$ cat src/rtl/mc_seq_ctrl_pkg.sv
// Shared encodings for the multi-cycle sequencer: state codes, instruction classes,
// and the MIPS opcode/funct values the class decoder recognises.
package mc_seq_ctrl_pkg;

  typedef enum logic [2:0] {
    StFetch  = 3'd0,
    StDecode = 3'd1,
    StExec   = 3'd2,
    StMem    = 3'd3,
    StWb     = 3'd4,
    StHalt   = 3'd5
  } state_e;

  typedef enum logic [2:0] {
    ClsAlu     = 3'd0,
    ClsLoad    = 3'd1,
    ClsStore   = 3'd2,
    ClsBranch  = 3'd3,
    ClsJalr    = 3'd4,
    ClsJ       = 3'd5,
    ClsJal     = 3'd6,
    ClsIllegal = 3'd7
  } cls_e;

  localparam logic [5:0] OpRtype  = 6'b000000;
  localparam logic [5:0] OpRegimm = 6'b000001;
  localparam logic [5:0] OpJ      = 6'b000010;
  localparam logic [5:0] OpJal    = 6'b000011;
  localparam logic [5:0] OpBeq    = 6'b000100;
  localparam logic [5:0] OpBne    = 6'b000101;
  localparam logic [5:0] OpBlez   = 6'b000110;
  localparam logic [5:0] OpBgtz   = 6'b000111;
  localparam logic [5:0] OpAddi   = 6'b001000;
  localparam logic [5:0] OpAddiu  = 6'b001001;
  localparam logic [5:0] OpSlti   = 6'b001010;
  localparam logic [5:0] OpSltiu  = 6'b001011;
  localparam logic [5:0] OpAndi   = 6'b001100;
  localparam logic [5:0] OpOri    = 6'b001101;
  localparam logic [5:0] OpXori   = 6'b001110;
  localparam logic [5:0] OpLui    = 6'b001111;
  localparam logic [5:0] OpLb     = 6'b100000;
  localparam logic [5:0] OpLh     = 6'b100001;
  localparam logic [5:0] OpLw     = 6'b100011;
  localparam logic [5:0] OpLbu    = 6'b100100;
  localparam logic [5:0] OpLhu    = 6'b100101;
  localparam logic [5:0] OpSb     = 6'b101000;
  localparam logic [5:0] OpSh     = 6'b101001;
  localparam logic [5:0] OpSw     = 6'b101011;

  localparam logic [5:0] FnSll  = 6'b000000;
  localparam logic [5:0] FnSrl  = 6'b000010;
  localparam logic [5:0] FnSra  = 6'b000011;
  localparam logic [5:0] FnSllv = 6'b000100;
  localparam logic [5:0] FnSrlv = 6'b000110;
  localparam logic [5:0] FnSrav = 6'b000111;
  localparam logic [5:0] FnJr   = 6'b001000;
  localparam logic [5:0] FnJalr = 6'b001001;
  localparam logic [5:0] FnAdd  = 6'b100000;
  localparam logic [5:0] FnAddu = 6'b100001;
  localparam logic [5:0] FnSub  = 6'b100010;
  localparam logic [5:0] FnSubu = 6'b100011;
  localparam logic [5:0] FnAnd  = 6'b100100;
  localparam logic [5:0] FnOr   = 6'b100101;
  localparam logic [5:0] FnXor  = 6'b100110;
  localparam logic [5:0] FnNor  = 6'b100111;
  localparam logic [5:0] FnSlt  = 6'b101010;
  localparam logic [5:0] FnSltu = 6'b101011;

endpackage

$ cat src/rtl/mc_op_class.sv
// Combinational op/funct to instruction-class decoder; shared with the hazard logic.
module mc_op_class
  import mc_seq_ctrl_pkg::*;
(
  input  logic [5:0] op,
  input  logic [5:0] funct,
  output logic [2:0] cls
);

  always_comb begin
    cls = ClsIllegal;
    case (op)
      OpRtype: begin
        case (funct)
          FnJr:   cls = ClsBranch;
          FnJalr: cls = ClsJalr;
          FnSll, FnSrl, FnSra, FnSllv, FnSrlv, FnSrav,
          FnAdd, FnAddu, FnSub, FnSubu, FnAnd, FnOr, FnXor, FnNor,
          FnSlt, FnSltu: cls = ClsAlu;
          default: cls = ClsIllegal;
        endcase
      end
      OpAddi, OpAddiu, OpSlti, OpSltiu, OpAndi, OpOri, OpXori, OpLui: cls = ClsAlu;
      OpLb, OpLh, OpLw, OpLbu, OpLhu:                                 cls = ClsLoad;
      OpSb, OpSh, OpSw:                                               cls = ClsStore;
      OpBeq, OpBne, OpBlez, OpBgtz, OpRegimm:                         cls = ClsBranch;
      OpJ:                                                            cls = ClsJ;
      OpJal:                                                          cls = ClsJal;
      default:                                                        cls = ClsIllegal;
    endcase
  end

endmodule

$ cat src/rtl/mc_seq_ctrl.sv
// Multi-cycle instruction sequencer: steps FETCH/DECODE/EXEC/MEM/WB and times every
// state-changing write strobe; halts on illegal instructions and counts retirements.
module mc_seq_ctrl
  import mc_seq_ctrl_pkg::*;
(
  input  logic        clk,
  input  logic        rstn,
  input  logic        run,
  input  logic [5:0]  op,
  input  logic [5:0]  funct,
  input  logic        imem_rdy,
  input  logic        dmem_rdy,
  output logic        imem_req,
  output logic        ir_we,
  output logic        pc_we,
  output logic        rf_we,
  output logic        dm_re,
  output logic        dm_we,
  output logic [2:0]  state,
  output logic        halted,
  output logic        instr_done,
  output logic [31:0] retired
);

  state_e      state_q, state_d;
  cls_e        cls_q, cls_d;
  logic [31:0] retired_q, retired_d;
  logic [2:0]  dec_cls;

  mc_op_class u_op_class (
    .op    (op),
    .funct (funct),
    .cls   (dec_cls)
  );

  always_comb begin
    state_d  = state_q;
    cls_d    = cls_q;
    imem_req = 1'b0;
    ir_we    = 1'b0;
    pc_we    = 1'b0;
    rf_we    = 1'b0;
    dm_re    = 1'b0;
    dm_we    = 1'b0;
    halted   = 1'b0;
    unique case (state_q)
      StFetch: begin
        imem_req = run;
        if (run && imem_rdy) begin
          ir_we   = 1'b1;
          state_d = StDecode;
        end
      end
      StDecode: begin
        // Class is used live here and latched for the remaining states.
        cls_d = cls_e'(dec_cls);
        case (cls_e'(dec_cls))
          ClsJ: begin
            pc_we   = 1'b1;
            state_d = StFetch;
          end
          ClsJal: begin
            pc_we   = 1'b1;
            rf_we   = 1'b1;
            state_d = StFetch;
          end
          ClsIllegal: state_d = StHalt;
          default:    state_d = StExec;
        endcase
      end
      StExec: begin
        case (cls_q)
          ClsBranch: begin
            pc_we   = 1'b1;
            state_d = StFetch;
          end
          ClsJalr: begin
            pc_we   = 1'b1;
            rf_we   = 1'b1;
            state_d = StFetch;
          end
          ClsLoad, ClsStore: state_d = StMem;
          ClsAlu:            state_d = StWb;
          default:           state_d = StFetch;
        endcase
      end
      StMem: begin
        case (cls_q)
          ClsLoad: begin
            dm_re = 1'b1;
            if (dmem_rdy) state_d = StWb;
          end
          ClsStore: begin
            dm_we = 1'b1;
            if (dmem_rdy) begin
              pc_we   = 1'b1;
              state_d = StFetch;
            end
          end
          default: state_d = StFetch;
        endcase
      end
      StWb: begin
        rf_we   = 1'b1;
        pc_we   = 1'b1;
        state_d = StFetch;
      end
      StHalt: halted = 1'b1;
      default: state_d = StFetch;
    endcase
  end

  assign instr_done = pc_we;
  assign retired_d  = retired_q + {31'd0, pc_we};

  always_ff @(posedge clk) begin
    if (!rstn) begin
      state_q   <= StFetch;
      cls_q     <= ClsAlu;
      retired_q <= 32'd0;
    end else begin
      state_q   <= state_d;
      cls_q     <= cls_d;
      retired_q <= retired_d;
    end
  end

  assign state   = state_q;
  assign retired = retired_q;

endmodule

$ cat config.mk
export PLATFORM = sky130hd
export DESIGN_NAME = mc_seq_ctrl
export DESIGN_NICKNAME = d
export VERILOG_FILES = /design/src/rtl/mc_seq_ctrl_pkg.sv /design/src/rtl/mc_op_class.sv /design/src/rtl/mc_seq_ctrl.sv
export SDC_FILE = /design/constraint.sdc
export NUM_CORES = 1
export LEC_CHECK = 0
export BUFFER_PORTS_ARGS = -buffer_cell sky130_fd_sc_hd__buf_2
export CAP_MARGIN = 25
export CORE_UTILIZATION = 30
export CTS_CLUSTER_DIAMETER = 80
export CTS_CLUSTER_SIZE = 30
export DETAILED_ROUTE_END_ITERATION = 16
export PLACE_DENSITY_LB_ADDON = 0.15
export SYNTH_ARGS = -nofsm -noshare
export SYNTH_HDL_FRONTEND = slang
export SYNTH_SLANG_ARGS = --single-unit
$ cat constraint.sdc
create_clock -name clk -period 3.3 [get_ports clk]
set_input_delay 0.66 -clock clk [delete_from_list [all_inputs] [get_ports clk]]
set_output_delay 0.66 -clock clk [all_outputs]
set_load 0.01 [all_outputs]
==> qor.csv, run 1 <==
metric,value,unit
status,completed,
drt pass-1 iters,4,
Final period util,90.9,%
GRT Overall Usage,14.5,%
crit end category,register,
row count,30,
max-slew violations,0,
NetSw,0.222,mW
die height,85.9,um
pwr dens,350,nW/um^2
cell total after placement,421,
worst-case hold slack,488,ps
total setup buffers inserted after CTS,0,
R2R cell count,9,
Unique masters post-synth,51,
full die area,7380,sq um
internal power,0.752,mW
maximum VDD drop,133,uV
# DRC,0,
vias,2074,
Layout Cells excl Fill,428,
Syn-to-layout area delta,31.9,%
number of global-route vias before repair,1875,
first-pass GRT wire length,8580,um
"Top FF cell, synth",dfxtp_1,
layout cells sized above 1,30.4,%
RSZ-0062 raised after global routing,no,
Core Box Area,6790,sq um
number of enable flip-flop cells after synthesis,0,
"FFs w/ async S/R, synth",0,%
MaxCap Viol Count,0,
Mapped Nets,281,
setup_tns,0,ps
Worst path max stage delay,570,ps
Final #Nets,351,
fmax,0.333,GHz
sequence of cells on the critical path,buf_2 > nand2b_1 > and3_1 > o31ai_4 > nor2_2 > o31ai_4 > ha_2 > ha_4 > nand2_1 > or4_4 > or3_1 > a21oi_1,
cell count after synthesis,262,
antenna violations before repair,0,
Routed WL per cell,12.2,um
relative slew slack,68.1,%
post-route ant nets,0,
sequential area share after synthesis,36.0,%
skew final,6.67,ps
Syn Std Cell Area,2110,sq um
Sw Share,22.8,%
Hold Crit Class,reg -> reg,
Root Buffer,clkbuf_8,
ant diodes,0,
Skew-Pair Late Insertion Delay,280,ps
Critical Path AT,3220,ps
clock power share,41.0,%
Period minus WS final,3000,ps
WP data required,3520,ps
H-tree depth,2,
yosys warns,0,
Ports,60,
mean post-synth cell area,8.07,sq um
initial cell density of the core,31.1,%
"Hold Vio Cnt, Final",0,
leak pwr,1.19,nW
drt total wl,5210,um
"Max stage delay cell, worst path",or4_4,
Initial DRC Count,58,
routability cong.,0.735,
CTS tree,yes,
hpwl dp,3900,um
grt ovf,0,
actual slew at the worst max-slew pin,475,ps
Logic pwr share,10.7,%
Setup crit start kind,input pin,
routed vias/inst,4.85,
final setup violation count,0,
# port buffers,59,
clock-pin slew on the worst setup and hold paths,80,ps
Num CTS Buffers,5,
Worst Path Max Fanout,7,
fin area,2790,sq um
CP most frequent cell,o31ai_4,
Bufs on Longest Clock Path,2,
Clock Sinks,38,
Seq pwr share,48.3,%
critical path class,in -> reg,
hold path cells,2,
placed cell area,2670,sq um
largest net degree at the start of global routing,24,
post-synthesis register bit count,38,
Die W,85.9,um
[per-layer routing]
layer,routed length (um),track usage (%)
met1,2450,17.3
met2,2480,25.8
met3,228,3.27
met4,54,4.39
met5,0,0
[power groups by stage]
stage	Clock [mW]	Combinational (mW)	Sequential, mW
6_report	0.400	0.104	0.471
5_1_grt	0.430	0.115	0.472
4_1_cts	0.410	0.105	0.471
3_5_place_dp	0	0.104	0.481
3_3_place_gp	0	0.103	0.481
2_1_floorplan	0	0.0665	0.479
[final timing paths]
| check | startpoint | to | slack [ps] |
|---|---|---|---|
| worst min register to register | retired[31]$_SDFF_PN0_ | retired[31]$_SDFF_PN0_ | 490 |
| worst max-delay path | funct[1] | retired[14]$_SDFF_PN0_ | 300 |
| worst max register to register | state[1]$_SDFFE_PN0P_ | retired[14]$_SDFF_PN0_ | 550 |
| worst min-delay path | retired[31]$_SDFF_PN0_ | retired[31]$_SDFF_PN0_ | 490 |
[critical path: cells and delay by family]
family                   cells  cell delay [ps]
AO/OA/AOI/OAI                3              650
adder cells (fa/ha/maj)      2              380
buffers and inverters        1              110
AND/OR/NAND/NOR              6             1410
[cell type report]
cell class	instances	area, sq um
Fill cell	709	4010
Clock buffer	6	82.6
Tap cell	96	120
Inverter	8	30.0
Timing Repair Buffer	76	423
Sequential cell	38	761
Clock inverter	1	30.0
Multi-Input combinational cell	203	1340
[synth_stat cells, types with 2 or more instances]
library cell / n / area, sq um
nand2b_1: 6 / 37.5
xnor2_1: 9 / 78.8
ha_1: 2 / 25.0
o21bai_1: 2 / 15.0
and2_1: 5 / 31.3
a31oi_1: 2 / 12.5
nor3_1: 5 / 25.0
nor3b_1: 4 / 30.0
a21oi_1: 17 / 85.1
nand3_1: 11 / 55.1
nor4b_1: 3 / 26.3
xor2_1: 13 / 114
o31ai_1: 2 / 15.0
inv_1: 8 / 30.0
or3_1: 8 / 50.1
nand3b_1: 2 / 15.0
o21ba_2: 2 / 20.0
clkbuf_1: 10 / 37.5
dfxtp_1: 38 / 761
nand2_1: 15 / 56.3
o21ai_0: 16 / 80.1
and4_1: 4 / 35.0
and3_1: 6 / 37.5
a211oi_1: 2 / 15.0
nor2_1: 34 / 128
a21o_1: 2 / 15.0
nor4_1: 3 / 18.8
nand4_1: 7 / 43.8
mux2i_1: 2 / 20.0
[what timing repair did]
item / 4_1_cts / 5_1_grt
setup endpoints to repair: 0 / 1
hold buffers: 0 / 0
resized for setup: 0 / 2
[cell usage in the layout, fill, tap and decap left out, drive strengths merged, types with 3 or more instances in the layout]
cell type	instances
nor2	34
nor4b	3
clkbuf	6
and4	4
xor2	13
nand2b	6
inv	8
nor3b	4
a21oi	17
xnor2	9
nand4	8
nand3	11
nor3	6
and2	5
dfxtp	38
nand2	15
and3	7
o21ai	16
buf	76
nor4	3
or3	8
[state kept, by name, summed over array words and instances, names as in the netlist]
signal,count
cls_q,3
retired,32
state,3
[cell families (layout without fill, tap and decap cells)]
| logic type | count (synthesis) | count (layout) | synth area share (%) |
|---|---|---|---|
| simple gates | 123 | 123 | 32.5 |
| compound gates | 54 | 54 | 15.9 |
| flops | 38 | 38 | 36.0 |
| xor+xnor | 22 | 22 | 9.12 |
| buf+inv | 21 | 91 | 4.32 |
| fa+ha+maj | 2 | 2 | 1.18 |
| mux | 2 | 2 | 0.947 |
[stage by stage]
| step | setup WS, ps | power (mW) | utilization [%] |
|---|---|---|---|
| floorplan | 11.2 | 0.545 | - |
| global placement | -21.2 | 0.585 | 39.2 |
| detailed placement | -102 | 0.586 | 39.2 |
| CTS | 203 | 0.985 | 40.9 |
| global route | 98.3 | 1.02 | 41.0 |
| finish | 300 | 0.975 | 41.0 |
No activity file was read; power rests on OpenSTA's default activity.
==> inputs of run 2 (changes only) <==
--- a/config.mk
+++ b/config.mk
@@ -5,6 +5,7 @@
 export SDC_FILE = /design/constraint.sdc
 export NUM_CORES = 1
 export LEC_CHECK = 0
+export ABC_AREA = 1
 export BUFFER_PORTS_ARGS = -buffer_cell sky130_fd_sc_hd__buf_2
 export CAP_MARGIN = 25
 export CORE_UTILIZATION = 30
==> qor.csv, run 2 <==
metric,value,unit,change
status,completed,,
# port buffers,59,,unchanged
Initial DRC Count,91,,+57%
antenna violations before repair,0,,unchanged
worst-case hold slack,485,ps,-2.44 ps
storage element area,761,sq um,unchanged
maximum VDD drop,125,uV,-6.1%
mean post-synth cell area,6.37,sq um,-21%
Bufs on Longest Clock Path,2,,unchanged
hpwl dp,4530,um,+16%
clock-pin slew on the worst setup and hold paths,80,ps,about the same
ranking of synthesized cells by area,"dfxtp_1 (33%), nand2_1 (14%), inv_1 (9.5%), nor2_1 (8.5%), a21oi_1 (5.0%)",,
Die W,89.5,um,+4.1%
Hold Buf Count CTS,0,,unchanged
Routed WL per cell,10.9,um,-10%
Layout Cells excl Fill,524,,+22%
sequential area share after synthesis,33.2,%,-2.8 points
Unique masters post-synth,37,,-27%
cell count after synthesis,360,,+37%
first-pass GRT wire length,9370,um,+9.2%
initial cell density of the core,31.3,%,+0.20 points
R2R cell count,18,,+9
Num CTS Buffers,5,,unchanged
WP data required,3490,ps,-30 ps
drt total wl,5730,um,+10%
critical path class,reg -> reg,,
pwr dens,382,nW/um^2,+9.1%
Period minus WS final,2790,ps,-211 ps
Ports,60,,unchanged
MaxCap Viol Count,0,,unchanged
Layout fillers,819,,+16%
"Hold Vio Cnt, Final",0,,unchanged
# resized after CTS,0,,unchanged
row count,31,,+3.3%
relative slew slack,63.6,%,-4.6 points
actual slew at the worst max-slew pin,543,ps,+68.4 ps
Reg2Reg Capture Point,retired[28]$_SDFF_PN0_,,
Syn Std Cell Area,2290,sq um,+8.6%
"commonest non-fill, non-tap cell in the layout",nand2_1,,
fmax,0.358,GHz,+7.6%
cell total after placement,516,,+23%
"top cells by count, synth","nand2_1 (85), inv_1 (58), nor2_1 (52), dfxtp_1 (38), a21oi_1 (23)",,
post-route ant nets,0,,unchanged
skew final,6.92,ps,+0.255 ps
Worst Path Max Fanout,9,,+2
area of the multi-input gates,1280,sq um,-4.3%
Root Buffer,clkbuf_8,,
routed vias/inst,4.49,,-7.3%
Hold Crit Class,reg -> reg,,
yosys warns,0,,unchanged
setup_tns,0,ps,unchanged
Core Box Area,7330,sq um,+7.9%
max-slew violations,0,,unchanged
post-synthesis register bit count,38,,unchanged
Synth top area share,33.2,%,-2.8 points
# DRC,0,,unchanged
vias,2355,,+14%
total setup buffers inserted after CTS,0,,unchanged
Final period util,84.5,%,-6.4 points
max reg flops,32,,unchanged
Syn-to-layout area delta,22.8,%,
"Top FF cell, synth",dfxtp_1,,
routability cong.,0.777,,+5.8%
Critical Path AT,2980,ps,-240 ps
number of global-route vias before repair,2099,,+12%
Hold Crit Endpoint,retired[26]$_SDFF_PN0_,,
Final #Nets,443,,+26%
most frequent cells in the layout,"nand2_1 (85), buf_2 (59), inv_1 (58)",,
Skew-Pair Late Insertion Delay,290,ps,about the same
leak pwr,1.38,nW,+16%
Setup crit start kind,register,,
largest net degree at the start of global routing,22,,-8.3%
drt pass-1 iters,4,,unchanged
Final Util,38.4,%,-2.6 points
r2r setup slk,510,ps,-40 ps
Clock Sinks,38,,unchanged
number of enable flip-flop cells after synthesis,0,,unchanged
final setup violation count,0,,unchanged
GRT Overall Usage,15.2,%,+0.72 points
CTS tree,yes,,
most common cell in the netlist,nand2_1,,
ant diodes,0,,unchanged
origin of the critical flop-to-flop path,state[0]$_SDFFE_PN0P_,,
crit end category,register,,
Hold Path Origin,retired[26]$_SDFF_PN0_,,
full die area,8000,sq um,+8.4%
layout cells sized above 1,21.9,%,-8.5 points
RSZ-0062 raised after global routing,no,,
cell taking the most area after synthesis,dfxtp_1,,
hold path cells,2,,unchanged
Mapped Nets,379,,+35%
die height,89.5,um,+4.1%
"FFs w/ async S/R, synth",0,%,unchanged
grt ovf,0,,unchanged
H-tree depth,2,,unchanged
==> run 2: cell count changes after synthesis, sizes merged, moves of 7 or more <==
cell    delta
and3       -7
clkbuf     -9
inv       +52
nand2     +75
nand3     +12
nor2      +26
nor3      +11
or3        -8
xor2      -12
==> run 2: logic make-up (layout without fill, tap and decap cells) <==
kind of cell             after synthesis  after routing  synth area share [%]
AO/OA/AOI/OAI                         44             44                  10.8
adder cells (fa/ha/maj)                2              2                  1.09
XOR/XNOR                               4              4                  1.53
AND/OR/NAND/NOR                      207            207                  42.5
flip-flops                            38             38                  33.2
buffers and inverters                 65            130                  10.9
==> run 2: power breakdown <==
| part | switching, mW | leakage (nW) | total [mW] | internal [mW] |
|---|---|---|---|---|
| Combinational | 0.123 | 1.02 | 0.198 | 0.0750 |
| Clock | 0.164 | 0.0575 | 0.375 | 0.211 |
| Sequential | 0.0233 | 0.307 | 0.502 | 0.479 |
==> run 2: cell type report <==
type | count | share of cell area (%)
flip-flops and latches | 38 | 27.0
multi-input cells | 257 | 45.6
inverters | 61 | 8.13
clock buffers | 8 | 3.91
well taps | 99 | 4.40
repair buffers | 61 | 11.0
==> run 2: critical path, cell delays in order (launching register included) <==
cell and delay (ps):
dfxtp_1 410, inv_1 110, nor3_2 110, buf_4 180
inv_1 60, o2111ai_1 270, ha_1 250, ha_1 170
nand2_1 60, inv_1 90, nand3_1 130, nor2_1 170
nand2_1 100, nor2_2 130, nand4_1 140, nor2_1 160
nand2_1 70, nand2_1 50, nor2_1 40
==> run 2: worst max-delay path by stage <==
stage          cells after the start                      to             startpoint  slack (ps)
2_1_floorplan                     17  retired[28]$_SDFF_PN0_  state[0]$_SDFFE_PN0P_         530
3_5_place_dp                      17  retired[28]$_SDFF_PN0_                  op[3]         260
6_report                          18  retired[28]$_SDFF_PN0_  state[0]$_SDFFE_PN0P_         510
3_3_place_gp                      17  retired[28]$_SDFF_PN0_                  op[3]         350
4_1_cts                           18  retired[28]$_SDFF_PN0_  state[0]$_SDFFE_PN0P_         520
5_1_grt                           18  retired[28]$_SDFF_PN0_  state[0]$_SDFFE_PN0P_         100
==> run 2: layer usage <==
layer / routed length [um] / vias up / GRT usage, %
met5: 0 / - / 0
met4: 83 / 0 / 5.63
met3: 306 / 7 / 2.86
met2: 2520 / 55 / 25.1
met1: 2820 / 1018 / 19.7
li1: - / 1275 / -
==> run 2: through the flow <==
step | area (sq um) | worst slack [ps] | power [mW]
3_3_place_gp | 2710 | 353 | 0.710
6_report | 2820 | 510 | 1.08
3_5_place_dp | 2710 | 258 | 0.711
2_1_floorplan | 2290 | 529 | 0.645
5_1_grt | 2820 | 102 | 1.15
4_1_cts | 2820 | 520 | 1.09
==> inputs of run 3 (changes only) <==
==> constraint.sdc (replaced) <==
create_clock -name clk -period 2.3 [get_ports clk]
set_input_delay 0.46 -clock clk [delete_from_list [all_inputs] [get_ports clk]]
set_output_delay 0.46 -clock clk [all_outputs]
set_load 0.01 [all_outputs]
==> qor.csv, run 3 (same netlist as run 2, synthesis figures left out) <==
metric,value,unit,change
Bufs on Longest Clock Path,2,,unchanged
skew final,6.99,ps,+0.0751 ps
Hold Crit Endpoint,retired[10]$_SDFF_PN0_,,
Logic pwr share,23.1,%,+4.7 points
Skew-Pair Late Insertion Delay,290,ps,about the same
# port buffers,59,,unchanged
crit end category,register,,
Routed WL per cell,11.3,um,+3.4%
r2r setup slk,-110,ps,-620 ps
Syn-to-layout area delta,44.1,%,
setup_tns,-523,ps,-523 ps
WP data required,2480,ps,-1010 ps
Setup crit start kind,register,,
Num CTS Buffers,5,,unchanged
routability cong.,0.802,,+3.2%
MaxCap Viol Count,0,,unchanged
vias,2522,,+7.1%
pwr dens,498,nW/um^2,+31%
Final #Nets,483,,+9.0%
origin of the critical flop-to-flop path,state[1]$_SDFFE_PN0P_,,
maximum VDD drop,259,uV,+110%
most frequent cells in the layout,"nand2_1 (82), buf_2 (59), inv_1 (54)",,
status,"complete, but fails checks",,
Critical Path AT,2590,ps,-390 ps
Reg2Reg Capture Point,retired[8]$_SDFF_PN0_,,
row count,31,,unchanged
leak pwr,1.63,nW,+18%
Sw Share,29.6,%,+0.70 points
die height,89.5,um,unchanged
Period minus WS final,2410,ps,-382 ps
setup ws final,-108,ps,-618 ps
initial cell density of the core,31.3,%,unchanged
max reg flops,32,,unchanged
post-layout total power,1.65,mW,+53%
fmax,0.415,GHz,+16%
ant diodes,0,,unchanged
"Buf+Inv Stages, Crit Path",7,,+3
Root Buffer,clkbuf_8,,
Core Box Area,7330,sq um,unchanged
drt total wl,6380,um,+11%
post-route ant nets,0,,unchanged
violated checks,negative setup slack,,
Worst path max stage delay,380,ps,-30 ps
sequence of cells on the critical path,buf_4 > nor3_1 > a31oi_2 > o2111ai_4 > ha_4 > ha_4 > nand2_2 > inv_2 > nand3_4 > nor2_4 > buf_4 > buf_4 > buf_4 > buf_4 > buf_4 > nor2_2 > a211oi_2,,
Initial DRC Count,89,,-2.2%
# DRC,0,,unchanged
drt pass-1 iters,4,,unchanged
max-slew violations,0,,unchanged
critical path class,reg -> reg,,
Worst Path Max Fanout,4,,-5
full die area,8000,sq um,unchanged
Final Util,45.1,%,+6.7 points
"delay-heaviest family, CP",buffers and inverters,,
NetSw,0.487,mW,+57%
Clock Sinks,38,,unchanged
clock power share,32.6,%,-2.3 points
CTS tree,yes,,
final setup violation count,8,,+8
layout cells sized above 1,34.8,%,+13 points
number of global-route vias before repair,2361,,+12%
Layout fillers,786,,-4.0%
internal power,1.16,mW,+52%
R2R cell count,17,,-1
clock-pin slew on the worst setup and hold paths,80,ps,about the same
antenna violations before repair,0,,unchanged
Seq pwr share,44.3,%,-2.4 points
Hold Crit Class,reg -> reg,,
H-tree depth,2,,unchanged
RSZ-0062 raised after global routing,yes,,
relative slew slack,74.2,%,+11 points
Final period util,105,%,+20 points
routed vias/inst,4.47,,-0.50%
"commonest non-fill, non-tap cell in the layout",nand2_1,,
CP most frequent cell,buf_4,,
grt ovf,0,,unchanged
"Hold Vio Cnt, Final",0,,unchanged
worst-case hold slack,487,ps,+1.92 ps
largest net degree at the start of global routing,21,,-4.5%
"Max stage delay cell, worst path",dfxtp_4,,
hpwl dp,4770,um,+5.5%
hold path cells,2,,unchanged
Die W,89.5,um,unchanged
Hold Path Origin,retired[10]$_SDFF_PN0_,,
first-pass GRT wire length,10400,um,+11%
Ports,60,,unchanged
actual slew at the worst max-slew pin,384,ps,-159 ps
GRT Overall Usage,16.8,%,+1.6 points
## run 3: cell types whose count changed in the layout (fill, tap and decap cells not counted), sizes merged
cell / change
buf: +40
## run 3: tightest hold or removal path, cell delays in order, from the launching register on
cell and delay [ps]:
dfxtp_1 340, inv_1 60, a21oi_1 50
## run 3: repair_timing
action | 4_1_cts | 5_1_grt
endpoints found under the setup margin | 15 | 20
buffers inserted | 9 | 5
hold buffers | 0 | 0
gates resized for setup | 12 | 14
pin swaps | 8 | 17
## run 3: cell type report
| cell class | instances | area [sq um] | share of cell area (%) |
|---|---|---|---|
| clock buffer | 8 | 110 | 3.33 |
| inverter | 61 | 234 | 7.08 |
| multi-input combinational | 257 | 1450 | 44.0 |
| timing repair buffer | 101 | 614 | 18.6 |
| sequential | 38 | 769 | 23.3 |
| tap | 99 | 124 | 3.75 |
## run 3: worst max-delay path by stage
stage                                     start                endpoint  slack [ps]  cells past startpoint
after CTS                 state[1]$_SDFFE_PN0P_   retired[8]$_SDFF_PN0_         -80                     17
after global routing      state[1]$_SDFFE_PN0P_  retired[28]$_SDFF_PN0_        -280                     19
after floorplan           state[1]$_SDFFE_PN0P_  retired[28]$_SDFF_PN0_        -160                     19
after detailed placement                  op[3]  retired[28]$_SDFF_PN0_        -330                     17
after global placement                    op[3]  retired[28]$_SDFF_PN0_        -280                     17
final                     state[1]$_SDFFE_PN0P_   retired[8]$_SDFF_PN0_        -110                     17
## run 3: power groups by stage
stage | logic [mW] | registers (mW) | clock network (mW)
global placement | 0.365 | 0.739 | 0
floorplan | 0.208 | 0.746 | 0
CTS | 0.381 | 0.729 | 0.559
global route | 0.432 | 0.735 | 0.582
finish | 0.380 | 0.730 | 0.536
detailed placement | 0.369 | 0.740 | 0
## run 3: metal layers
layer  part of all wire, %  GRT usage (%)  routed length, um  vias to the layer above
met5                     0              0                  0                        -
met4                   1.5           5.92                 96                        0
met3                   4.2           3.51                266                       11
met2                    47           27.9               2970                       54
met1                    48           21.5               3050                     1102
li1                      -              -                  -                     1355
## run 3: metrics by stage
stage	instances	cell area, sq um	worst slack [ps]
4_1_cts	559	3210	-77.5
3_3_place_gp	542	2980	-282
6_report	564	3310	-108
5_1_grt	564	3310	-276
2_1_floorplan	360	2370	-156
3_5_place_dp	542	2980	-330
